[config.mk]
export PLATFORM = sky130hd
export DESIGN_NAME = conv1_calc
export DESIGN_NICKNAME = d
export VERILOG_FILES = /design/src/rtl/conv1_calc.sv
export SDC_FILE = /design/constraint.sdc
export NUM_CORES = 2
export LEC_CHECK = 0
export CAP_MARGIN = 20
export CORE_ASPECT_RATIO = 0.5
export CORE_UTILIZATION = 56
export CTS_CLUSTER_SIZE = 25
export DETAILED_ROUTE_END_ITERATION = 16
export PLACE_DENSITY = 0.75
export SLEW_MARGIN = 10
export SYNTH_ARGS = -nofsm -noshare
export SYNTH_HDL_FRONTEND = slang
export SYNTH_SLANG_ARGS = --single-unit
export TNS_END_PERCENT = 20
[constraint.sdc]
create_clock -name clk -period 60.3 [get_ports clk]
set_input_delay 9.045 -clock clk [delete_from_list [all_inputs] [get_ports clk]]
set_output_delay 9.045 -clock clk [all_outputs]
set_load 0.005 [all_outputs]
[src/rtl/conv1_calc.sv]
// Single-channel convolution engine: captures a FILTER_SIZE x FILTER_SIZE window, accumulates one row of
// products per cycle against a writable weight/bias bank, then applies ReLU, a right shift and saturation.
module conv1_calc #(
  parameter int DATA_BITS   = 8,
  parameter int FILTER_SIZE = 7,
  parameter int W_BITS      = 8,
  parameter int SHIFT       = 8
) (
  input  logic                        clk,
  input  logic                        rst,
  input  logic                        valid_in,
  input  logic signed [DATA_BITS:0]   data_in [0:FILTER_SIZE*FILTER_SIZE-1],
  output logic                        calc_ready,
  input  logic                        w_wr_en,
  input  logic [5:0]                  w_addr,
  input  logic signed [15:0]          w_data,
  output logic                        valid_out,
  output logic [DATA_BITS-1:0]        data_out,
  input  logic                        out_ready
);

  localparam int N        = FILTER_SIZE * FILTER_SIZE;
  localparam int ACC_MIN  = DATA_BITS + 1 + W_BITS + $clog2(N) + 1;
  localparam int ACC_BITS = (ACC_MIN > 24) ? ACC_MIN : 24;
  localparam int ROW_BITS = $clog2(FILTER_SIZE + 1);
  localparam logic [5:0] BIAS_ADDR = 6'(N);
  localparam logic [ROW_BITS-1:0] LAST_ROW = ROW_BITS'(FILTER_SIZE);
  localparam logic signed [ACC_BITS-1:0] SAT_MAX = ACC_BITS'((1 << DATA_BITS) - 1);

  typedef enum logic [1:0] {IDLE, MAC, OUT} state_t;

  state_t                      state_q, state_d;
  logic                        armed_q;
  logic [ROW_BITS-1:0]         row_q;
  logic signed [ACC_BITS-1:0]  acc_q;
  logic signed [DATA_BITS:0]   data_q   [0:N-1];
  logic signed [W_BITS-1:0]    weight_q [0:N-1];
  logic signed [15:0]          bias_q;
  logic [DATA_BITS-1:0]        data_out_q;

  logic                        accept;
  logic [ROW_BITS-1:0]         row_idx;
  logic signed [ACC_BITS-1:0]  row_sum;
  logic signed [ACC_BITS-1:0]  total;
  logic signed [ACC_BITS-1:0]  shifted;
  logic [DATA_BITS-1:0]        result;

  assign accept = valid_in && calc_ready;

  // armed_q keeps calc_ready low until the first edge after reset releases
  always_ff @(posedge clk or posedge rst) begin
    if (rst) begin
      state_q <= IDLE;
      armed_q <= 1'b0;
    end else begin
      state_q <= state_d;
      armed_q <= 1'b1;
    end
  end

  always_comb begin
    state_d = state_q;
    case (state_q)
      IDLE:    if (accept) state_d = MAC;
      MAC:     if (row_q == LAST_ROW) state_d = OUT;
      OUT:     if (out_ready) state_d = IDLE;
      default: state_d = IDLE;
    endcase
  end

  always_comb begin
    calc_ready = (state_q == IDLE) && armed_q;
    valid_out  = (state_q == OUT);
    data_out   = data_out_q;
  end

  always_comb begin
    row_idx = (row_q < LAST_ROW) ? row_q : '0;
    row_sum = '0;
    for (int c = 0; c < FILTER_SIZE; c++) begin
      row_sum = row_sum + ACC_BITS'(data_q[int'(row_idx) * FILTER_SIZE + c])
                        * ACC_BITS'(weight_q[int'(row_idx) * FILTER_SIZE + c]);
    end
  end

  // ReLU first, so the arithmetic shift only ever sees non-negative values
  always_comb begin
    total   = acc_q + ACC_BITS'(bias_q);
    shifted = total[ACC_BITS-1] ? '0 : (total >>> SHIFT);
    result  = (shifted > SAT_MAX) ? '1 : shifted[DATA_BITS-1:0];
  end

  always_ff @(posedge clk or posedge rst) begin
    if (rst) begin
      for (int i = 0; i < N; i++) begin
        weight_q[i] <= '0;
        data_q[i]   <= '0;
      end
      bias_q     <= '0;
      acc_q      <= '0;
      row_q      <= '0;
      data_out_q <= '0;
    end else begin
      if (w_wr_en && state_q == IDLE) begin
        for (int i = 0; i < N; i++) begin
          if (w_addr == 6'(i)) weight_q[i] <= w_data[W_BITS-1:0];
        end
        if (w_addr == BIAS_ADDR) bias_q <= w_data;
      end
      if (state_q == IDLE && accept) begin
        for (int i = 0; i < N; i++) data_q[i] <= data_in[i];
        acc_q <= '0;
        row_q <= '0;
      end else if (state_q == MAC) begin
        if (row_q == LAST_ROW) begin
          data_out_q <= result;
        end else begin
          acc_q <= acc_q + row_sum;
          row_q <= row_q + 1'b1;
        end
      end
    end
  end

endmodule

==> flow_summary.toml <==
[synthesis]
netlist_instances = 7010
yosysTopAreaCell = "dfrtp_1"
synth_area_leaders = "dfrtp_1 (25%), mux4_2 (17%), fa_1 (16%), mux2i_1 (12%), mux2_2 (11%)"
async_reset_ff_frac = 1.000
yosys_warnings = 0
synth_edf_count = 0
synthAdderAreaFrac = 0.1982
ys_ff_latch = 887
synth-simple-area-share = 0.05149
synth-seq-area-share = 0.2547
synth-xor-area-share = 0.005340
avgSynthCellArea_um2 = 12.43
yosysUniqueCellTypes = 75
synth_top_family_by_area = "multiplexers"
yosys.area.top_type_share = 0.2547
synth_nets = 8433
synthFlopType = "dfrtp_1"
synth_mux_area_frac = 0.4018
synthesis.area_um2 = 87160
synth_compound_area_frac = 0.02904

[finish]
drive_gt1_frac = 0.2576
area_growth_pct = 11.45
fill_cells = 11910
nets = 8703
design_area_um2 = 97140

[timing]
slew_violations = 0
finalSetupViolCount = 0
rsz0062_at_grt = "no"
setup_tns_ps = 0
finalClockSkew_ps = 51.92
worstMarginPinSlew_ps = 1328
fin_crit_sh = 0.2979
report.final.hold_viol_count = 0
relSlewSlack = 0.1146
max_freq_ghz = 0.05567
period_needed_ps = 17960

[job]
max_cap_viol_count = 0

[worst_setup_path]
cp_slowest_cell = "fa_4"
worstReg2RegStart = "row_q[1]"
arrival_ps = 18530
reg2reg_slack_ps = 42340
cp_num_buf_inv = 10
reg2regPathDepth = 37
crit_top_cell = "fa_1"
cp_max_fo = 42
end_kind = "flop"
cp.required_ps = 60870
crit_type = "reg -> reg"
crit_family = "adder cells"
max_stage_delay_ps = 1390
start_kind = "flop"
r2r_end = "acc_q[21]"

[min_path]
hold_path_depth = 1
hp-class = "reg -> reg"
worstHoldStart = "bias_q[4]"
hold_end = "bias_q[4]"

[global_route]
grt_start_max_net_pins = 123
grt_pass1_vias = 66190
grt_pass1_wl_um = 468900
grt_usage = 0.4201
globalRouteOverflowTotal = 0
antenna_found_initial = 28

[floorplanning]
num_rows = 101
die_w_um = 559.9
die-area_um2 = 157300
initial_core_util = 0.5691
die_height_um = 281.0
core_area_um2 = 153200
io_pins = 478

[cts]
clk_latency_ps = 750
post_cts_buffers = 0
htreeDepth = 3
hold_buffers = 0
path_clk_slew_ps = 80
cts_tree = "built"
cts_resized = 0
cts_sinks = 887
cts_root_buf = "clkbuf_16"
numCtsBuffers = 89
clk_path_buf_depth = 3

[drt]
routedWlPerCell_um = 34.71
via_per_inst = 6.882
drtAntennaViolNets = 0
drt_wl_total_um = 326900
first_pass_iters = 10
drt_iter0_markers = 8774
dr_total_vias = 64830
route.detailed.drc = 0

[status]
run_status = "complete, no violations"

[place]
place_area_um2 = 93860
gp_congestion = 1.089
io_buffers = 477
place_hpwl_um = 246900
sequential cells by signal, indices dropped and copies added (netlist names):
signal / cells
state_q: 2
weight_q: 392
row_q: 3
armed_q: 1
data_q: 441
bias_q: 16
data_out: 8
acc_q: 24
through the flow:
stage	setup WS (ps)	utilization	cells	hold slack, ps
6_report	42340	0.6343	9420	516.0
2_1_floorplan	26320	-	7010	480.1
3_5_place_dp	42950	0.6128	9238	502.5
4_1_cts	42890	0.6330	9398	517.4
3_3_place_gp	43100	0.6125	9233	492.4
5_1_grt	42220	0.6341	9412	535.3
metal layers:
layer  global-route usage  routed length [µm]
met5              0.05671                1799
met4               0.1600               14830
met3               0.2452               57220
met2               0.5802              132900
met1               0.5346              120200
cell usage after synthesis, drive strengths merged (7+ instances only):
cell type,instances
a21oi,82
a21o,7
clkbuf,230
xnor2,32
a221o,52
o21ai,82
mux2i,1033
o211ai,12
o22ai,12
nor2,67
nand3,32
a31oi,8
nand2b,47
nand4,8
a22o,8
dfrtp,887
a22oi,51
or3,15
and3,13
nor2b,37
fa,709
nor3,16
a32oi,10
nand2,445
and2,219
xor2,16
buf,218
mux4,659
nor4,10
mux2,874
inv,813
ha,246
area by class of cell:
class / count / area [µm²] / share of cell area
Sequential cell: 887 / 22200 / 0.2285
Multi-Input combinational cell: 4861 / 60090 / 0.6186
Antenna cell: 11 / 27.53 / 0.0002834
Clock buffer: 118 / 2506 / 0.02580
Tap cell: 2060 / 2577 / 0.02653
Inverter: 814 / 3107 / 0.03198
Clock inverter: 42 / 589.3 / 0.006066
Timing Repair Buffer: 627 / 6047 / 0.06225
cells in the final DEF (no fill, tap or decap), types with 15 or more instances in the layout:
cell type / instances
xnor2_1: 25
buf_4: 136
mux2i_1: 1033
nor2_1: 64
and2_1: 218
fa_1: 708
dfrtp_1: 886
clkbuf_8: 18
nand2b_1: 46
o21ai_1: 38
or3_1: 15
clkbuf_16: 89
ha_1: 240
a21oi_1: 81
a22oi_1: 51
nand3_1: 32
inv_1: 806
nand2_1: 444
a221o_1: 52
nor2b_1: 36
mux2_2: 874
clkdlybuf4s50_1: 475
o21ai_0: 32
mux4_2: 659
logic make-up (layout without fill, tap and decap cells):
kind of cell,count (synthesis),count (layout)
mux,2566,2566
buf+inv,1262,1601
compound gates,366,366
simple gates,925,925
xor+xnor,48,48
flops,887,887
fa+ha+maj,955,955
other cells,1,12
worst max-delay path by stage:
stage / slack (ps) / startpoint / depth (start not counted) / end
final: 42340 / row_q[1] / 37 / acc_q[21]
after global routing: 42220 / row_q[1] / 38 / acc_q[20]
after global placement: 43100 / row_q[1] / 33 / acc_q[20]
after CTS: 42890 / row_q[1] / 37 / acc_q[20]
after detailed placement: 42950 / row_q[1] / 35 / acc_q[20]
after floorplan: 26320 / rst / 1 / acc_q[0]
Power is left out: the tool's default activity adds up to more than one toggle a clock period on the data nets, which glitch-free logic cannot reach.
